`src/rtl/arb4_grant_ctrl.sv`:
```
// Four-requester arbiter, fixed or round-robin priority, registered one-hot grant.
// Latency: request to grant 1 cycle, release 1 cycle, one idle cycle between grants.
// Backpressure: owner holds by keeping its request high, up to MAX_HOLD cycles; no preemption.
module arb4_grant_ctrl #(
  parameter int unsigned MAX_HOLD = 8,
  parameter int unsigned CNT_W    = 8
) (
  input  logic       clk_i,
  input  logic       rst_i,
  input  logic       rr_en_i,
  input  logic [3:0] req_i,
  output logic [3:0] gnt_o,
  output logic [1:0] gnt_id_o,
  output logic       gnt_vld_o,
  output logic       expired_o
);

  typedef enum logic {
    IDLE  = 1'b0,
    GRANT = 1'b1
  } state_e;

  localparam logic [CNT_W-1:0] HOLD_LAST = CNT_W'(MAX_HOLD - 1);

  state_e           state_q, state_d;
  logic [3:0]       gnt_q, gnt_d;
  logic [1:0]       gnt_id_q, gnt_id_d;
  logic [1:0]       last_q, last_d;
  logic             expired_q, expired_d;
  logic [CNT_W-1:0] hold_cnt_q, hold_cnt_d;

  logic [1:0] scan_base;
  logic [1:0] scan_idx;
  logic [1:0] win_idx;
  logic       win_found;

  // Winner selection: descending scan with wrap; fixed priority is the scan starting at 3,
  // round-robin starts just below the previous winner so that winner is checked last.
  always_comb begin
    scan_base = rr_en_i ? (last_q - 2'd1) : 2'd3;
    scan_idx  = 2'd0;
    win_idx   = 2'd0;
    win_found = 1'b0;
    for (int k = 0; k < 4; k++) begin
      scan_idx = scan_base - 2'(k);
      if (!win_found && req_i[scan_idx]) begin
        win_found = 1'b1;
        win_idx   = scan_idx;
      end
    end
  end

  // Next-state logic: grant from IDLE, then release on owner drop or hold-limit expiry.
  always_comb begin
    state_d    = state_q;
    gnt_d      = gnt_q;
    gnt_id_d   = gnt_id_q;
    last_d     = last_q;
    hold_cnt_d = hold_cnt_q;
    expired_d  = 1'b0;
    case (state_q)
      IDLE: begin
        gnt_d = 4'b0000;
        if (win_found) begin
          state_d    = GRANT;
          gnt_d      = 4'b0001 << win_idx;
          gnt_id_d   = win_idx;
          last_d     = win_idx;
          hold_cnt_d = '0;
        end
      end
      GRANT: begin
        // Owner drop takes precedence over expiry, so a simultaneous drop is a normal release.
        if (!req_i[gnt_id_q]) begin
          state_d = IDLE;
          gnt_d   = 4'b0000;
        end else if (hold_cnt_q == HOLD_LAST) begin
          state_d   = IDLE;
          gnt_d     = 4'b0000;
          expired_d = 1'b1;
        end else begin
          hold_cnt_d = hold_cnt_q + CNT_W'(1);
        end
      end
      default: begin
        state_d = IDLE;
        gnt_d   = 4'b0000;
      end
    endcase
  end

  // State and output registers with synchronous reset.
  always_ff @(posedge clk_i) begin
    if (rst_i) begin
      state_q    <= IDLE;
      gnt_q      <= 4'b0000;
      gnt_id_q   <= 2'd0;
      last_q     <= 2'd0;
      expired_q  <= 1'b0;
      hold_cnt_q <= '0;
    end else begin
      state_q    <= state_d;
      gnt_q      <= gnt_d;
      gnt_id_q   <= gnt_id_d;
      last_q     <= last_d;
      expired_q  <= expired_d;
      hold_cnt_q <= hold_cnt_d;
    end
  end

  assign gnt_o     = gnt_q;
  assign gnt_id_o  = gnt_id_q;
  assign gnt_vld_o = |gnt_q;
  assign expired_o = expired_q;

endmodule

```
`config.mk`:
```
export PLATFORM = sky130hd
export DESIGN_NAME = arb4_grant_ctrl
export DESIGN_NICKNAME = d
export VERILOG_FILES = /design/src/rtl/arb4_grant_ctrl.sv
export SDC_FILE = /design/constraint.sdc
export NUM_CORES = 1
export LEC_CHECK = 0
export ABC_AREA = 1
export BUFFER_PORTS_ARGS = -buffer_cell sky130_fd_sc_hd__buf_2
export CAP_MARGIN = 20
export CORE_ASPECT_RATIO = 0.8
export CORE_UTILIZATION = 40
export CTS_BUF_LIST = sky130_fd_sc_hd__clkbuf_16
export CTS_CLUSTER_DIAMETER = 30
export DETAILED_ROUTE_END_ITERATION = 8
export PLACE_DENSITY_LB_ADDON = 0.1
export SYNTH_ARGS = -nofsm -noshare
export SYNTH_HDL_FRONTEND = slang
export SYNTH_SLANG_ARGS = --single-unit
```
`constraint.sdc`:
```
create_clock -name clk_i -period 5 [get_ports clk_i]
set_clock_uncertainty 0.15 [all_clocks]
set_input_delay 0.5 -clock clk_i [delete_from_list [all_inputs] [get_ports clk_i]]
set_output_delay 0.5 -clock clk_i [all_outputs]
set_load 0.01 [all_outputs]
```
Word-level counts from Yosys, hierarchy flattened
Index checks and enable logic that the tools add are counted.
{"block": "classes", "addsub": 5, "mul": 0, "div_mod_pow": 0, "n_lt_le_gt_ge": 5, "eq_ne": 5, "shift": 1, "mux": 32, "bitwise": 2, "n_reduce_logical": 10}
{"op": "two-way mux 8 bit", "n": 3}
{"op": "case mux 8 bit (2 select lines)", "n": 1}
{"op": "less-than comparator 2 x 3 -> 1 bit (second input constant)", "n": 5}
{"op": "two-way mux 1 bit", "n": 13}
{"op": "two-way mux 4 bit", "n": 3}
{"op": "binary-select mux 1 bit (select 2 bit)", "n": 5}
{"op": "two-way mux 2 bit", "n": 5}
{"op": "adder 8 x 1 -> 8 bit (second input constant)", "n": 1}
{"op": "equality test 8 x 3 -> 1 bit (second input constant)", "n": 1}
{"op": "case mux 4 bit (2 select lines)", "n": 1}
{"op": "!= test 2 bit (second input constant)", "n": 2}
{"op": "OR reduction 4 bit", "n": 1}
{"op": "left shift 1 x 2 -> 4 bit (first input constant)", "n": 1}
{"op": "subtractor 2 x 1 -> 2 bit (second input constant)", "n": 2}
{"op": "subtractor 2 bit (second input constant)", "n": 2}
{"op": "logical AND 1 bit", "n": 3}
{"op": "zero test 1 bit", "n": 3}
{"op": "!= test 3 x 2 -> 1 bit (second input constant)", "n": 1}
{"op": "AND reduction 3 bit", "n": 1}
{"op": "OR reduction 3 bit", "n": 1}
{"op": "!= test 2 x 1 -> 1 bit (second input constant)", "n": 1}
{"op": "NOT 1 bit", "n": 2}
{"op": "case mux 1 bit (2 select lines)", "n": 1}
{"op": "AND reduction 2 bit", "n": 1}
{"block": "word_totals", "register_bits": 16, "latchBits": 0, "ramBits": 0, "rom_bits": 0, "in_bits": 7, "output_inout_bits": 8, "word_cells": 65, "mem_count": 0}

Depth between registers and ports, before layout
Gate-level depths: netlist of run 1.
{"block": "logic_depth", "depth_word": 17, "depth_mapped": 13}

Worst setup path after synthesis of run 1
No wires, ideal clock.
{"block": "synth_timing", "kind": "input -> register", "start": "input rr_en_i", "end": "register hold_cnt_q[2]", "setup_time_ps": 117, "t_arrival_ps": 1554, "slack_ps": 3179, "path_stages": 12, "cell_sequence": "buf_4 > nand2_4 > nand2_1 > nand2_2 > nor2_4 > nand3_2 > nand2_2 > inv_4 > nor2_8 > inv_2 > a21oi_1 > nor2_1"}
{"block": "synth_between", "elab_chain_len": 15, "word_cells_on_any_way": 24}
{"item": "start, declared", "line_no": "10", "rtl": "input logic rr_en_i,"}
{"item": "two-way mux 2 bit (*)", "line_no": "40", "rtl": "scan_base = rr_en_i ? (last_q - 2'd1) : 2'd3;"}
{"item": "branches (longest 11 deep; another with subtractor 2 x 1 -> 2 bit)"}
{"item": "two-way mux 1 bit (*)", "line_no": "46", "rtl": "if (!win_found && req_i[scan_idx]) begin"}
{"item": "!= test 2 bit (no source line) (*)"}
{"item": "AND reduction 3 bit (no source line) (*)"}
{"item": "end signal, assigned", "line_no": "107", "rtl": "hold_cnt_q <= hold_cnt_d;"}
{"item": "end, declared", "line_no": "30", "rtl": "logic [CNT_W-1:0] hold_cnt_q, hold_cnt_d;"}
Mark *: on every way between the ends. The select of a mux whose other input is x is not followed.
A chain may end at the register's enable or synchronous reset.

Worst setup path in the final report of run 1
{"block": "layout_timing", "start": "register last_q[0]", "end": "register hold_cnt_q[2]"}
{"block": "layout_between", "elab_chain_len": 16, "word_cells_on_any_way": 28}
{"item": "start, declared", "line_no": "28", "rtl": "logic [1:0] last_q, last_d;"}
{"item": "start signal, assigned", "line_no": "105", "rtl": "last_q <= last_d;"}
{"item": "branches (longest 15 deep; another with subtractor 2 x 1 -> 2 bit)"}
{"item": "AND reduction 3 bit (no source line) (*)"}
Marks and branches as above.

==> results of run 1 <==
## final timing paths
path / slack (ns) / depth (start not counted) / to / from
max: 3.00 / 11 / hold_cnt_q[2] / last_q[0]
min: 0.33 / 2 / gnt_o[1] / gnt_o[1]
min reg2reg: 0.33 / 2 / gnt_o[1] / gnt_o[1]
max reg2reg: 3.00 / 11 / hold_cnt_q[2] / last_q[0]
## kinds of logic after synthesis
group	synth area share
xor+xnor	0.03212
compound gates	0.09632
fa+ha+maj	0.01147
flops	0.2936
simple gates	0.4610
buf+inv	0.1055
## report_power, final
group	total (mW)	internal (mW)	switching [mW]
clock network	0.154	0.106	0.0484
registers	0.158	0.141	0.0170
logic	0.158	0.0531	0.105
total	0.470	0.300	0.171
## metal layers
metal | global-route usage | wire length (um) | up-vias
li1 | - | - | 586
met2 | 0.2711 | 1078 | 29
met1 | 0.2933 | 1204 | 519
met4 | 0.03488 | 0 | 0
met3 | 0.05882 | 196 | 0
met5 | 0 | 0 | -
## synth_stat cells (all sizes together)
library cell,instances
o21ai,6
inv,24
dfxtp,16
a21oi,15
xnor2,2
nor2,21
nand2,52
nor3,3
or4,1
xor2,2
ha,1
nand3,19
buf,2
nand4,7
clkbuf,1
## critical path: stages, from the launching register on
cell     delay [ns]
dfxtp_1        0.57
nand2_4        0.12
nand2_1        0.14
nand3_1        0.11
nand2_2        0.12
nand3_2        0.09
nand2_2        0.10
inv_4          0.06
nor2_8         0.16
inv_2          0.10
a21oi_1        0.13
nor2_1         0.05
## sequential cells by signal (all words and copies together), names as in the netlist
signal / cells
expired_o: 1
gnt_o: 4
hold_cnt_q: 8
last_q: 2
state_q: 1
## stage by stage
| stage | setup WS (ns) | instance area [um^2] | hold slack [ns] | cells | total power, mW |
|---|---|---|---|---|---|
| after floorplan | 3.179 | 1091 | 0.3181 | 172 | 0.2791 |
| after global placement | 2.914 | 1184 | 0.3172 | 219 | 0.3163 |
| after detailed placement | 2.895 | 1184 | 0.3230 | 219 | 0.3175 |
| after CTS | 3.015 | 1262 | 0.3302 | 223 | 0.4736 |
| after global routing | 2.784 | 1262 | 0.3579 | 223 | 0.5024 |
| final | 2.998 | 1262 | 0.3278 | 223 | 0.4704 |
## layout make-up
cell class / instances / area (um^2)
flip-flops and latches: 16 / 320.3
fillers: 276 / 1260
well taps: 36 / 45.04
clock buffers: 3 / 75.07
clock inverters: 1 / 3.754
multi-input cells: 129 / 655.6
repair buffers: 14 / 70.07
inverters: 24 / 92.59
==> out/results.txt, run 1 <==
Estimated wirelength of the detail-placed design = 1897 um
Total number of clock tree sinks = 16
Largest net degree at the start of global routing = 15
Fraction of final layout cells sized beyond drive strength 1 = 0.1711
Total core area = 0.002522 mm^2
Bufs on Longest Clock Path = 2
Vias per cell = 5.085
Io pins = 15
Number of buffers inserted by hold repair at cts = 0
Die span in y = 48.72 um
Worst Setup Start Kind = register
Result of the run = finished, final reports clean
Final weighted congestion of routability-driven global placement = 0.8915
Post-Syn Instances = 172
Count of cell types in the netlist = 25
RSZ-0062 raised after global routing = false
VDD IR max = 243.6 uV
Mean area per synthesized cell = 6.343 um^2
Cell Area, Synth = 0.001091 mm^2
Count of buffers added by post-CTS timing repair for setup = 0
Critical Setup Path Class = register to register
Congestion Overflow GR = 0
Largest cells by area after synthesis = dfxtp_1, nand2_1, nand3_1
Insertion delay to the later sink of the worst-skew pair = 0.25 ns
Via count of the first global-routing pass = 966
Hold violation count in the final report = 0
Initial cell density of the core = 0.4325
Highest net fanout along the worst path = 12
Arrival time at the worst endpoint = 1.99 ns
Number of gates resized after cts = 0
Drt total wl = 2479 um
# Max-Cap Violations = 0
Area enclosed by the die boundary = 0.002942 mm^2
Proportion of netlist area held by the largest area contributor = 0.2936
Gr usage total = 0.1943
Power per Cell Area = 372.6 mW/mm^2
Chip width = 60.39 um
Type of the tightest min-delay check = register to register
Drt drc = 0
Max-slew violation count = 0
H-tree levels = 1
Initial antenna violation count = 0
Clock transition time at the flip-flop clock pins of the worst setup and hold paths = 0.05 ns
Number of DRC markers in iteration 0 = 54
Worst Setup End Kind = register
Number of nets with antenna violations after detailed routing = 0
TritonRoute pass-1 iters = 4
Area overhead of the layout relative to synthesis = 15.71%
Slew Limit Headroom = 0.7161
Most frequent cells in the layout = nand2_1, inv_1, nand3_1
Yosys synthesis warning count = 0
Layout Nets = 196
Number of buffers created by CTS = 3
Lkg Pwr = 0.6043 nW
Post-route fraction of the period consumed by the critical path = 0.4004
Worst-margin pin slew = 0.4252 ns
Number of diodes = 0
Utilization after layout = 0.5005
Endpoints failing setup = 0
Detailed-route wire length per cell = 11.12 um
Synth Net Count = 180
Port Buffer Count = 14
Sequential fraction of the synthesis area = 0.2936
Min cycle time layout = 2.002 ns
Row count = 16
Cell taking the most area after synthesis = dfxtp_1
Required arrival time at the worst endpoint = 4.99 ns
CTS tree = built
Commonest non-fill, non-tap cell in the layout = nand2_1
Upper clock frequency limit = 499.5 MHz
Setup TNS = 0 ns
CTS Root Cell = clkbuf_16
Routed vias = 1134
Flip-flop and latch count after synthesis = 16
Global-route wire length before repair = 4298 um
No activity file was read; power rests on OpenSTA's default activity.
==> run 2, diff against run 1 <==
- clock period: 5 -> 1.8 ns (I/O delays scaled with it)
==> run 2 against run 1 <==
Clock power rose to 2.8 times the previous value. Setup slack got worse by 2.9 ns. Final cell count rose by 4.0%. First-iteration DRC count fell by 33%. Non-clock buffer count rose by 8. Total power rose to 3.0 times the previous value. Sequential power rose to 2.7 times the previous value.
==> out/results.txt, run 2 (synthesis results as in run 1) <==
CP max-delay cell = dfxtp_2
Most frequent cells in the layout = nand2_1, inv_1, nand3_1
Total core area = 0.002522 mm^2 (unchanged)
Min cycle time layout = 1.718 ns (-0.2844 ns)
Drt drc = 0 (unchanged)
Clock transition time at the flip-flop clock pins of the worst setup and hold paths = 0.05 ns (about the same)
Bufs on Longest Clock Path = 2 (unchanged)
Drt total wl = 2662 um (+7.4%)
Worst Setup Start Kind = register
Max-slew violation count = 0 (unchanged)
Detailed-route wire length per cell = 11.47 um (+3.2%)
Layout Nets = 205 (+4.6%)
Number of instances in the placed design = 222 (+1.4%)
Io pins = 15 (unchanged)
Number of buffer and inverter instances along the worst setup path = 3 (+1)
Worst hold endpoint = state_q
Chip width = 60.39 um (unchanged)
Via count of the first global-routing pass = 1021 (+5.7%)
Worst-margin pin slew = 0.3311 ns (-0.09414 ns)
Post-route fraction of the period consumed by the critical path = 0.9542 (+0.5538)
Max stage delay on crit path = 0.33 ns (-0.24 ns)
Highest net fanout along the worst path = 12 (unchanged)
Vias per cell = 4.901 (-3.6%)
Initial cell density of the core = 0.4325 (unchanged)
Number of DRC markers in iteration 0 = 36 (-33%)
Port Buffer Count = 14 (unchanged)
Critical Setup Path Class = register to register
Number of buffers inserted by hold repair at cts = 0 (unchanged)
Fraction of final layout cells sized beyond drive strength 1 = 0.2908 (+0.1197)
H-tree levels = 1 (unchanged)
Gr usage total = 0.2063 (+0.01202)
Row count = 16 (unchanged)
Die span in y = 48.72 um (unchanged)
Worst path cell trace = buf_12, nand2_4, nand2_1, nand2_2, nor2_4, nand3_2, nand2_4, inv_4, nor2_8, inv_4, a21oi_1, nor2_1
Clock group share of total power = 0.308 (-0.020)
Fraction of power spent switching nets = 0.3686 (+0.005683)
Area enclosed by the die boundary = 0.002942 mm^2 (unchanged)
Number of nets with antenna violations after detailed routing = 0 (unchanged)
Result of the run = finished, final reports clean
Final standard cell count with taps included and fillers excluded = 232 (+4.0%)
Worst slack, placed = -0.04064 ns (-2.935 ns)
Commonest non-fill, non-tap cell in the layout = nand2_1
Final weighted congestion of routability-driven global placement = 0.8952 (+0.42%)
# Max-Cap Violations = 0 (unchanged)
Capturing point of the worst reg2reg path = hold_cnt_q[2]
Insertion delay to the later sink of the worst-skew pair = 0.25 ns (about the same)
Number of diodes = 0 (unchanged)
Congestion Overflow GR = 0 (unchanged)
TritonRoute pass-1 iters = 4 (unchanged)
Lkg Pwr = 0.6504 nW (+7.6%)
Number of cells on the worst reg-to-reg path = 12 (+1)
Initial antenna violation count = 0 (unchanged)
Total number of clock tree sinks = 16 (unchanged)
Arrival time at the worst endpoint = 1.71 ns (-0.28 ns)
Final worst-path setup slack = 0.08241 ns (-2.916 ns)
Hold Path Depth = 2 (unchanged)
Delay-heaviest family, CP = simple AND/OR/NAND/NOR gates
Required arrival time at the worst endpoint = 1.79 ns (-3.20 ns)
Total power = 1.421 mW (+200%)
Type of the tightest min-delay check = primary input to register
Power per Cell Area = 1016 mW/mm^2 (+170%)
Routed vias = 1137 (+0.26%)
Power Internal = 0.8974 mW (+200%)
Number of filler cells placed in the layout = 262 (-5.1%)
Largest register FFs = 8 (unchanged)
Worst Setup End Kind = register
FF-to-FF Start = last_q[0]
P_sw = 0.5239 mW (+210%)
Part of the power in registers = 0.301 (-0.034)
Upper clock frequency limit = 582.2 MHz (+17%)
Largest net degree at the start of global routing = 15 (unchanged)
Post-Route Hold Slack = 0.1323 ns (-0.1954 ns)
Area overhead of the layout relative to synthesis = 28.21%
Combinational share of power = 0.391 (+0.054)
Hold violation count in the final report = 0 (unchanged)
Number of buffers created by CTS = 3 (unchanged)
Register name with the most flops = hold_cnt_q
Estimated wirelength of the detail-placed design = 1900 um (+0.16%)
Global-route wire length before repair = 4560 um (+6.1%)
Min-delay src = rst_i
Slew Limit Headroom = 0.7790 (+0.06290)
Endpoints failing setup = 0 (unchanged)
CTS tree = built
CTS Root Cell = clkbuf_16
Internal reg-to-reg setup slack = 0.08 ns (-2.92 ns)
VDD IR max = 509.5 uV (+110%)
==> run 2: cell types whose count changed in the layout (fill, tap and decap cells not counted), sizes merged <==
cell,delta
buf,+8
nor2,+1
==> run 2: per-layer routing <==
layer  routed length [um]  share of wire  vias up  GRT usage
met2                 1129           0.42       24     0.2839
met4                   13         0.0049        0    0.03488
met1                 1358           0.51      502     0.3124
met5                    0              0        -          0
met3                  160          0.060        4    0.06684
li1                     -              -      607          -
==> run 2: power groups by stage <==
stage                     logic [mW]  clock network [mW]  registers (mW)
final                          0.556               0.438           0.427
after global routing           0.629               0.464           0.431
after CTS                      0.501               0.450           0.423
after detailed placement       0.484                   0           0.428
after global placement         0.478                   0           0.426
after floorplan                0.335                   0           0.440
==> run 2: stage by stage <==
step / utilization / TNS, ns / area [um^2]
2_1_floorplan: - / 0 / 1091
3_3_place_gp: 0.4831 / 0 / 1219
3_5_place_dp: 0.4831 / -0.06198 / 1219
4_1_cts: 0.5223 / 0 / 1318
5_1_grt: 0.5546 / -0.07498 / 1399
6_report: 0.5546 / 0 / 1399
==> run 2: worst max-delay path by stage <==
stage / from / end / slack (ns) / cells past startpoint
5_1_grt: last_q[0] / gnt_o[1] / -0.03 / 12
4_1_cts: last_q[0] / hold_cnt_q[2] / 0.02 / 12
3_5_place_dp: hold_cnt_q[0] / hold_cnt_q[2] / -0.04 / 10
3_3_place_gp: hold_cnt_q[0] / hold_cnt_q[2] / 0.02 / 10
2_1_floorplan: hold_cnt_q[0] / hold_cnt_q[2] / 0.12 / 10
6_report: last_q[0] / hold_cnt_q[2] / 0.08 / 12
==> run 2: worst register-to-register path, stage by stage (launching register included) <==
cell and delay (ns):
dfxtp_2 0.33, buf_12 0.13, nand2_4 0.07, nand2_1 0.09, nand2_2 0.09, nor2_4 0.13, nand3_2 0.10, nand2_4 0.09
inv_4 0.07, nor2_8 0.14, inv_4 0.06, a21oi_1 0.12, nor2_1 0.05
==> run 2: layout make-up <==
cell class	count	area, um^2	share of cell area
Inverter	24	95.09	0.06798
Timing Repair Buffer	22	142.6	0.1020
Clock inverter	1	3.754	0.002683
Clock buffer	3	75.07	0.05367
Sequential cell	16	325.3	0.2326
Multi-Input combinational cell	130	711.9	0.5089
Tap cell	36	45.04	0.03220
==> run 2: what timing repair did <==
action	4_1_cts	5_1_grt
endpoints found under the setup margin	5	13
gates resized for setup	2	18
pin swaps	2	4
endpoints found under the hold margin	0	0
cloned	1	0
buffers inserted	1	4
